**src/rtl/loss_batch_mean_if.sv**
```systemverilog
// Handshake bundle between the loss stage, the batch-mean block and the training controller.
interface loss_batch_mean_if #(
  parameter int IL    = 8,
  parameter int FL    = 12,
  parameter int ACC_W = 26,
  parameter int BW    = 9
);
  logic                      start;
  logic [BW-1:0]             batch_num;
  logic                      busy;
  logic signed [IL+FL-1:0]   loss_in;
  logic                      loss_valid;
  logic                      loss_ready;
  logic signed [IL+FL-1:0]   mean_out;
  logic signed [ACC_W-1:0]   total_out;
  logic                      overflow;
  logic                      mean_valid;
  logic                      mean_ready;

  modport master (
    output start, batch_num, loss_in, loss_valid, mean_ready,
    input  busy, loss_ready, mean_out, total_out, overflow, mean_valid
  );

  modport slave (
    input  start, batch_num, loss_in, loss_valid, mean_ready,
    output busy, loss_ready, mean_out, total_out, overflow, mean_valid
  );
endinterface

```
**src/rtl/loss_batch_mean.sv**
```systemverilog
// Accumulates a runtime-sized batch of signed loss samples with saturation and
// reports the batch total and the truncated-toward-zero mean.
//
// state    | meaning
// ---------+-----------------------------------------------------------
// S_IDLE   | waiting for start; results hold their last values
// S_ACCUM  | loss_ready high, summing samples until N are accepted
// S_DIVIDE | restoring divide of |acc| by N, one quotient bit per cycle
// S_OUTPUT | mean_valid high, results held until mean_ready
module loss_batch_mean #(
  parameter int IL     = 8,
  parameter int FL     = 12,
  parameter int ACC_IL = 14,
  parameter int MAXB   = 256,
  parameter int ACC_W  = ACC_IL + FL,
  parameter int BW     = $clog2(MAXB + 1)
) (
  input logic clk,
  input logic reset,
  loss_batch_mean_if.slave bus
);

  localparam int LW = IL + FL;
  localparam int CW = $clog2(ACC_W);
  localparam logic [ACC_W-1:0] ACC_MAX = {1'b0, {(ACC_W-1){1'b1}}};
  localparam logic [ACC_W-1:0] ACC_MIN = {1'b1, {(ACC_W-1){1'b0}}};

  typedef enum logic [1:0] {S_IDLE, S_ACCUM, S_DIVIDE, S_OUTPUT} state_t;

  state_t           state_q, state_d;
  logic [BW-1:0]    n_q, n_d;
  logic [BW-1:0]    cnt_q, cnt_d;
  logic [ACC_W-1:0] acc_q, acc_d;
  logic             ovf_q, ovf_d;
  logic [BW-1:0]    rem_q, rem_d;
  logic [ACC_W-1:0] quo_q, quo_d;
  logic [CW-1:0]    step_q, step_d;
  logic             neg_q, neg_d;
  logic [LW-1:0]    mean_q, mean_d;
  logic [ACC_W-1:0] total_q, total_d;
  logic             ovf_out_q, ovf_out_d;

  logic             accept;
  logic [ACC_W:0]   sum_wide;
  logic             sum_clip;
  logic [ACC_W-1:0] sum_sat;
  logic [ACC_W-1:0] abs_sum;
  logic [BW:0]      trial;
  logic             trial_ge;
  logic [BW:0]      trial_sub;
  logic [ACC_W-1:0] quo_next;
  logic [ACC_W-1:0] quo_signed;

  assign accept = (state_q == S_ACCUM) && bus.loss_valid;

  // One extra guard bit; a sign mismatch between the top two bits means the sum left the range.
  always_comb begin
    sum_wide = {acc_q[ACC_W-1], acc_q}
             + {{(ACC_W+1-LW){bus.loss_in[LW-1]}}, bus.loss_in};
    sum_clip = sum_wide[ACC_W] ^ sum_wide[ACC_W-1];
    if (!sum_clip)           sum_sat = sum_wide[ACC_W-1:0];
    else if (sum_wide[ACC_W]) sum_sat = ACC_MIN;
    else                     sum_sat = ACC_MAX;
    abs_sum = sum_sat[ACC_W-1] ? (~sum_sat + ACC_W'(1)) : sum_sat;
  end

  // The remainder stays below N, so a BW-bit remainder plus one shifted-in bit never overflows.
  always_comb begin
    trial      = {rem_q, quo_q[ACC_W-1]};
    trial_ge   = (trial >= {1'b0, n_q});
    trial_sub  = trial - {1'b0, n_q};
    quo_next   = {quo_q[ACC_W-2:0], trial_ge};
    quo_signed = neg_q ? (~quo_next + ACC_W'(1)) : quo_next;
  end

  always_comb begin
    state_d   = state_q;
    n_d       = n_q;
    cnt_d     = cnt_q;
    acc_d     = acc_q;
    ovf_d     = ovf_q;
    rem_d     = rem_q;
    quo_d     = quo_q;
    step_d    = step_q;
    neg_d     = neg_q;
    mean_d    = mean_q;
    total_d   = total_q;
    ovf_out_d = ovf_out_q;
    case (state_q)
      S_IDLE: begin
        if (bus.start) begin
          n_d   = (bus.batch_num > BW'(MAXB)) ? BW'(MAXB) : bus.batch_num;
          cnt_d = '0;
          acc_d = '0;
          ovf_d = 1'b0;
          if (bus.batch_num == '0) begin
            state_d   = S_OUTPUT;
            mean_d    = '0;
            total_d   = '0;
            ovf_out_d = 1'b0;
          end else begin
            state_d = S_ACCUM;
          end
        end
      end
      S_ACCUM: begin
        if (accept) begin
          acc_d = sum_sat;
          cnt_d = cnt_q + BW'(1);
          ovf_d = ovf_q | sum_clip;
          if (cnt_d == n_q) begin
            state_d = S_DIVIDE;
            rem_d   = '0;
            quo_d   = abs_sum;
            neg_d   = sum_sat[ACC_W-1];
            step_d  = CW'(ACC_W - 1);
          end
        end
      end
      S_DIVIDE: begin
        rem_d  = trial_ge ? trial_sub[BW-1:0] : trial[BW-1:0];
        quo_d  = quo_next;
        step_d = step_q - CW'(1);
        if (step_q == '0) begin
          state_d   = S_OUTPUT;
          mean_d    = quo_signed[LW-1:0];
          total_d   = acc_q;
          ovf_out_d = ovf_q;
        end
      end
      S_OUTPUT: begin
        if (bus.mean_ready) state_d = S_IDLE;
      end
      default: state_d = S_IDLE;
    endcase
  end

  always_ff @(posedge clk or negedge reset) begin
    if (!reset) begin
      state_q   <= S_IDLE;
      n_q       <= '0;
      cnt_q     <= '0;
      acc_q     <= '0;
      ovf_q     <= 1'b0;
      rem_q     <= '0;
      quo_q     <= '0;
      step_q    <= '0;
      neg_q     <= 1'b0;
      mean_q    <= '0;
      total_q   <= '0;
      ovf_out_q <= 1'b0;
    end else begin
      state_q   <= state_d;
      n_q       <= n_d;
      cnt_q     <= cnt_d;
      acc_q     <= acc_d;
      ovf_q     <= ovf_d;
      rem_q     <= rem_d;
      quo_q     <= quo_d;
      step_q    <= step_d;
      neg_q     <= neg_d;
      mean_q    <= mean_d;
      total_q   <= total_d;
      ovf_out_q <= ovf_out_d;
    end
  end

  assign bus.loss_ready = (state_q == S_ACCUM);
  assign bus.mean_valid = (state_q == S_OUTPUT);
  assign bus.busy       = (state_q != S_IDLE);
  assign bus.mean_out   = mean_q;
  assign bus.total_out  = total_q;
  assign bus.overflow   = ovf_out_q;

endmodule

```
**src/flat_wrapper.sv**
```systemverilog
// flat-port wrapper written by rule: the top's interface ports become plain ports
module loss_batch_mean_flat 
#(
  parameter int IL     = 8,
  parameter int FL     = 12,
  parameter int ACC_IL = 14,
  parameter int MAXB   = 256,
  parameter int ACC_W  = ACC_IL + FL,
  parameter int BW     = $clog2(MAXB + 1)
)
  (clk, reset, bus_start, bus_batch_num, bus_loss_in, bus_loss_valid, bus_mean_ready, bus_busy, bus_loss_ready, bus_mean_out, bus_total_out, bus_overflow, bus_mean_valid);
  loss_batch_mean_if #(.IL(IL), .FL(FL), .ACC_W(ACC_W), .BW(BW)) bus_i ();
  input logic clk;
  input logic reset;
  input wire logic [$bits(bus_i.start)-1:0] bus_start;
  input wire logic [$bits(bus_i.batch_num)-1:0] bus_batch_num;
  input wire logic [$bits(bus_i.loss_in)-1:0] bus_loss_in;
  input wire logic [$bits(bus_i.loss_valid)-1:0] bus_loss_valid;
  input wire logic [$bits(bus_i.mean_ready)-1:0] bus_mean_ready;
  output wire logic [$bits(bus_i.busy)-1:0] bus_busy;
  output wire logic [$bits(bus_i.loss_ready)-1:0] bus_loss_ready;
  output wire logic [$bits(bus_i.mean_out)-1:0] bus_mean_out;
  output wire logic [$bits(bus_i.total_out)-1:0] bus_total_out;
  output wire logic [$bits(bus_i.overflow)-1:0] bus_overflow;
  output wire logic [$bits(bus_i.mean_valid)-1:0] bus_mean_valid;
  assign bus_i.start = bus_start;
  assign bus_i.batch_num = bus_batch_num;
  assign bus_i.loss_in = bus_loss_in;
  assign bus_i.loss_valid = bus_loss_valid;
  assign bus_i.mean_ready = bus_mean_ready;
  assign bus_busy = bus_i.busy;
  assign bus_loss_ready = bus_i.loss_ready;
  assign bus_mean_out = bus_i.mean_out;
  assign bus_total_out = bus_i.total_out;
  assign bus_overflow = bus_i.overflow;
  assign bus_mean_valid = bus_i.mean_valid;
  loss_batch_mean #(.IL(IL), .FL(FL), .ACC_IL(ACC_IL), .MAXB(MAXB), .ACC_W(ACC_W), .BW(BW)) u_core (.clk(clk), .reset(reset), .bus(bus_i));
endmodule
```
**config.mk**
```make
export PLATFORM = sky130hd
export DESIGN_NAME = loss_batch_mean_flat
export DESIGN_NICKNAME = d
export VERILOG_FILES = /design/src/rtl/loss_batch_mean_if.sv /design/src/rtl/loss_batch_mean.sv /design/src/flat_wrapper.sv
export SDC_FILE = /design/constraint.sdc
export NUM_CORES = 1
export LEC_CHECK = 0
export BUFFER_PORTS_ARGS = -buffer_cell sky130_fd_sc_hd__buf_2
export CAP_MARGIN = 20
export CORE_MARGIN = 1.5
export CORE_UTILIZATION = 55
export DETAILED_ROUTE_END_ITERATION = 16
export PLACE_DENSITY = 0.75
export REMOVE_ABC_BUFFERS = 1
export SLEW_MARGIN = 20
export SYNTH_ARGS = -nofsm -noshare
export SYNTH_HDL_FRONTEND = slang
export SYNTH_SLANG_ARGS = --single-unit
```
**constraint.sdc**
```tcl
create_clock -name clk -period 7.6 [get_ports clk]
set_clock_uncertainty 0.1 [all_clocks]
set_input_delay 0.76 -clock clk [delete_from_list [all_inputs] [get_ports clk]]
set_output_delay 0.76 -clock clk [all_outputs]
set_load 0.1 [all_outputs]
```
### Word level (Yosys, flattened, before mapping)

Cells that the tools add are included.

| cells by class | value |
|---|---|
| $add $sub $neg | 6 |
| magnitude comparators | 2 |
| equality and inequality tests | 10 |
| multiplexer cells | 43 |
| bitwise operators | 4 |
| reductions and logical operators | 14 |

Operator list:

| kind | number |
|---|---|
| 26-bit two-way mux | 10 |
| 26-bit case mux with 2 select lines | 3 |
| 20-bit two-way mux | 4 |
| 9-bit two-way mux | 6 |
| 20-bit case mux with 2 select lines | 1 |
| 9-bit case mux with 2 select lines | 2 |
| 26-bit by 20-bit adder with 27-bit output | 1 |
| 26-bit by 1-bit adder with 26-bit output, second input constant | 1 |
| 26-bit inverter | 1 |
| 20-bit by 1-bit adder with 20-bit output, second input constant | 1 |
| 20-bit inverter | 1 |
| 2-bit two-way mux | 6 |
| 10-bit by 9-bit >= comparator with 1-bit output | 1 |
| 5-bit two-way mux | 2 |
| 5-bit case mux with 2 select lines | 1 |
| 9-bit by 1-bit adder with 9-bit output, second input constant | 1 |
| 9-bit == test | 1 |
| 9-bit > comparator, second input constant | 1 |
| 9-bit logical NOT | 1 |
| 3-bit AND reduction | 3 |
| 9-bit subtractor | 1 |
| 2-bit by 1-bit != test with 1-bit output, second input constant | 4 |
| 2-bit case mux with 4 select lines | 1 |
| 2-bit nonzero test | 4 |
| 14 further kinds | 21 |

| storage, ports and cells | value |
|---|---|
| bits in registers | 135 |
| bits of input ports | 34 |
| output and inout bits | 50 |
| logic and storage cells | 91 |

### Logic depth before layout (Yosys ltp)

| logic depth | value |
|---|---|
| depth in word-level cells | 9 |
| mapped depth | 29 |
| gate-level depth less buffers | 24 |

### Worst setup path after synthesis

OpenSTA, ideal clock, no wires.

| path | value |
|---|---|
| kind | input -> register |
| start | in bus_loss_in[0] |
| end | reg u_core.quo_q[16] |
| library setup time | 0.132 ns |
| arrival | 6.752 ns |
| data required time | 7.368 ns |
| slack | 0.616 ns |
| stages on the path | 28 |
| path buffers | 4 |
| cell sequence | ha_1 -> fa_1 -> a21o_1 -> a221o_1 -> a221o_1 -> o21bai_1 -> and2_1 -> or2_2 -> ha_1 -> clkbuf_1 -> clkbuf_1 -> nor3_1 -> o21ai_1 -> nand2_1 -> clkbuf_1 -> clkbuf_1 -> a21oi_1 -> ha_1 -> nand2_1 -> or4_1 -> o311ai_2 -> nand3_2 -> a2111o_1 -> or4b_4 -> or2_2 -> and3_1 -> o31ai_1 -> o21ai_1 |

| between the ends | value |
|---|---|
| longest elaborated chain between the ends | 9 |
| elaborated cells on any way between the ends | 10 |
| those cells by class | 2 x add/sub; 6 x mux; 2 x bitwise |

RTL lines:

| item | line | RTL |
|---|---|---|
| from (decl) | flat_wrapper.sv:17 | `input wire logic [$bits(bus_i.loss_in)-1:0] bus_loss_in;` |
| 26-bit by 20-bit adder with 27-bit output (*) | loss_batch_mean.sv:59 | `+ {{(ACC_W+1-LW){bus.loss_in[LW-1]}}, bus.loss_in};` |
| 26-bit two-way mux or 1-bit bitwise XOR (tied branches) | loss_batch_mean.sv:62, loss_batch_mean.sv:60 |  |
| 26-bit two-way mux (*) | loss_batch_mean.sv:61 | `if (!sum_clip) sum_sat = sum_wide[ACC_W-1:0];` |
| 26-bit inverter | loss_batch_mean.sv:64 | `abs_sum = sum_sat[ACC_W-1] ? (~sum_sat + ACC_W'(1)) : sum_sat;` |
| 26-bit by 1-bit adder with 26-bit output | loss_batch_mean.sv:64 |  |
| 26-bit two-way mux (*) | loss_batch_mean.sv:64 |  |
| 26-bit two-way mux (*) | loss_batch_mean.sv:111 | `if (cnt_d == n_q) begin` |
| 26-bit two-way mux (*) | loss_batch_mean.sv:107 | `if (accept) begin` |
| 26-bit case mux with 2 select lines (*) | loss_batch_mean.sv:89 | `case (state_q)` |
| to (signal assigned) | loss_batch_mean.sv:159 | `quo_q <= quo_d;` |
| to (decl) | loss_batch_mean.sv:36 | `logic [ACC_W-1:0] quo_q, quo_d;` |

Every way passes the cells marked *; elsewhere a longest branch is shown, timed or not. The select of a mux whose other input is x is not followed.
A chain may end at the register's enable or synchronous reset.

### Worst setup path in the final report

| path | value |
|---|---|
| start | in bus_loss_in[6] |
| end | reg u_core.quo_q[24] |

The elaborated chain is that of the path after synthesis.

==> summary.txt <==
Status
  • Status: finished clean

Die
  • Io pins: 84
  • Initial Utilization: 56.0%
  • Die area: 17500 um^2
  • Die X: 132 um
  • Die H: 132 um
  • Area of the core: 16500 um^2
  • Row count: 47

Critical path
  • Crit-path slowest cell: or4b_4
  • CP Data Arrival Time: 6860 ps
  • Most used cell, CP: nand2_1
  • CP required: 7870 ps
  • Slowest stage delay, CP: 590 ps
  • CP startpoint: bus_loss_in[6]
  • Worst-path maximum fanout: 12
  • RR Startpoint: u_core.acc_q[6]
  • Setup CP Type: in2reg
  • Critical path launch point type: input pin
  • Crit. End Element: register

Clocking
  • PostCTS Resize Cnt: 0
  • Worst skew pair latency: 430 ps
  • CTS tree: built
  • H-tree depth: 4
  • Clock Path Buffers: 2
  • Post-CTS setup buffer count: 0
  • Clock transition at path regs: 60 ps
  • Cts bufs inserted: 17
  • Clock Tree Root: clkbuf_16
  • Clock sinks: 135
  • CTS Hold Bufs: 0

Global route
  • Vias in the first global route: 8181
  • First-pass GRT wire length: 40.9 mm
  • Total grt overflow: 0
  • Initial antenna violation count: 0
  • Gr usage total: 28.9%
  • Pin count of the biggest net entering global routing: 89

Layout
  • Area Growth Syn to Fin: 11.9%
  • Number of fill cells in the layout: 1432
  • Share of cells above drive strength 1: 13.0%
  • Final nets: 1241
  • ANT cells: 0

Detailed routing
  • Vias: 8530
  • Vias per cell: 6.12
  • Post-DR wirelength/cell: 17.5 um
  • Initial drt markers: 741
  • Drt drc: 0
  • Final ANT Viol Nets: 0
  • Post-Route WL: 24.4 mm
  • First-pass DRT Iterations: 5

Logic synthesis
  • Cells after Synth: 1113
  • Syn Area/Cell: 8.28 um^2
  • Seq/Total Area, Yosys: 36.7%
  • Mapped Area: 9210 um^2
  • Post-synth cell types: 70
  • Ys async rst share: 100%
  • Flops & latches, synth: 135
  • Syn. warnings: 0
  • Ys flop type: dfrtp_1
  • Post-synth EDFFs: 0

Place
  • Dpl hpwl: 17.2 mm
  • PortBufs: 83
  • Placer Congestion: 0.936

Timing
  • Slew @ Worst Pin: 1050 ps
  • Max Transition Viols Final: 0
  • Worst slew margin: 30.2%
  • Achievable Freq: 152 MHz
  • Crit share post-route: 86.8%
  • Setup TNS: 0 ps
  • Setup-failing EPs final: 0
  • Crit path time final: 6590 ps
  • Unrepaired setup endpoints after global routing: false
  • Final hold vios: 0

Min path
  • Hold WC Path Type: in2async

Job
  • Max cap viols: 0
[cell usage in the layout, fill, tap and decap left out, types with 9 or more instances in the layout]
| cell type | n |
|---|---|
| mux2i_1 | 14 |
| a22o_1 | 12 |
| inv_1 | 27 |
| o211ai_1 | 9 |
| xnor2_1 | 24 |
| xor2_1 | 29 |
| o21a_1 | 10 |
| buf_2 | 82 |
| nand2_1 | 192 |
| ha_1 | 44 |
| nand2b_1 | 22 |
| and2_1 | 16 |
| buf_4 | 11 |
| nand4_1 | 14 |
| a211oi_1 | 9 |
| nor2_1 | 58 |
| clkbuf_16 | 17 |
| and3_1 | 18 |
| dfrtp_1 | 135 |
| nor3_1 | 18 |
| a21o_1 | 16 |
| nand3_1 | 22 |
| a21oi_1 | 70 |
| o21ai_0 | 129 |
| o31ai_1 | 30 |
| or4_1 | 10 |
[logic make-up after synthesis]
kind of cell | Yosys count | synth area share, %
AO/OA/AOI/OAI | 346 | 23.8
AND/OR/NAND/NOR | 418 | 21.8
multiplexers | 21 | 2.38
XOR/XNOR | 53 | 5.04
adder cells (fa/ha/maj) | 47 | 6.55
flip-flops | 135 | 36.7
buffers and inverters | 93 | 3.82
[metrics by stage]
stage | cells | utilization (%) | setup slack (ps) | hold WS [ps] | cell area, um^2
2_1_floorplan | 1047 | - | 495 | 350 | 8960
3_3_place_gp | 1361 | 59.2 | 839 | 356 | 9750
3_5_place_dp | 1361 | 59.2 | 705 | 365 | 9750
4_1_cts | 1393 | 62.6 | 1130 | 304 | 10300
5_1_grt | 1393 | 62.6 | 562 | 347 | 10300
6_report | 1393 | 62.6 | 1010 | 266 | 10300
[final timing paths]
kind	endpoint	slack, ps	depth (start not counted)
worst max-delay path	u_core.quo_q[24]	1010	25
max in group asynchronous	u_core.cnt_q[7]	6020	2
worst min-delay path	u_core.bus.total_out[8]	270	1
worst max register to register	u_core.quo_q[24]	1040	24
min in group clk	u_core.bus.total_out[17]	370	2
worst min register to register	u_core.bus.total_out[17]	370	2
[layer usage]
| layer | wire length (um) | vias up | GRT usage [%] |
|---|---|---|---|
| met5 | 0 | - | 0 |
| met4 | 705 | 0 | 11.9 |
| met3 | 1300 | 54 | 4.67 |
| met2 | 11300 | 296 | 46.3 |
| met1 | 11100 | 4083 | 39.3 |
| li1 | - | 4097 | - |
[worst max-delay path, delay by kind of cell]
family                   cells  cell delay [ps]
XOR/XNOR                     1              150
AND/OR/NAND/NOR             11             2390
buffers and inverters        1              110
AO/OA/AOI/OAI                9             2280
adder cells (fa/ha/maj)      3             1180
[state kept, by name (all words and copies together), names as in the netlist, 2 cells and up]
signal                cells
u_core.acc_q             26
u_core.bus.mean_out      20
u_core.bus.total_out     26
u_core.cnt_q              9
u_core.n_q                9
u_core.quo_q             26
u_core.rem_q              9
u_core.state_q            2
u_core.step_q             5
[synth_stat cells (22+ instances only)]
cell | n | area, um^2
a21oi_1 | 70 | 350
clkbuf_1 | 60 | 225
dfrtp_1 | 135 | 3380
ha_1 | 45 | 563
inv_1 | 27 | 101
nand2_1 | 193 | 724
nand2b_1 | 22 | 138
nand3_1 | 22 | 110
nor2_1 | 58 | 218
o21ai_0 | 129 | 646
o31ai_1 | 30 | 225
xnor2_1 | 24 | 210
xor2_1 | 29 | 254
[layout make-up]
class | count | area [um^2] | share of cell area [%]
flip-flops and latches | 135 | 3380 | 32.8
well taps | 220 | 275 | 2.67
multi-input cells | 885 | 5490 | 53.3
repair buffers | 94 | 504 | 4.89
inverters | 27 | 101 | 0.983
clock inverters | 11 | 98.8 | 0.959
clock buffers | 21 | 460 | 4.47
Power is not shown: default switching activity piles up to over one toggle a cycle in this logic, so the estimate is an artifact.
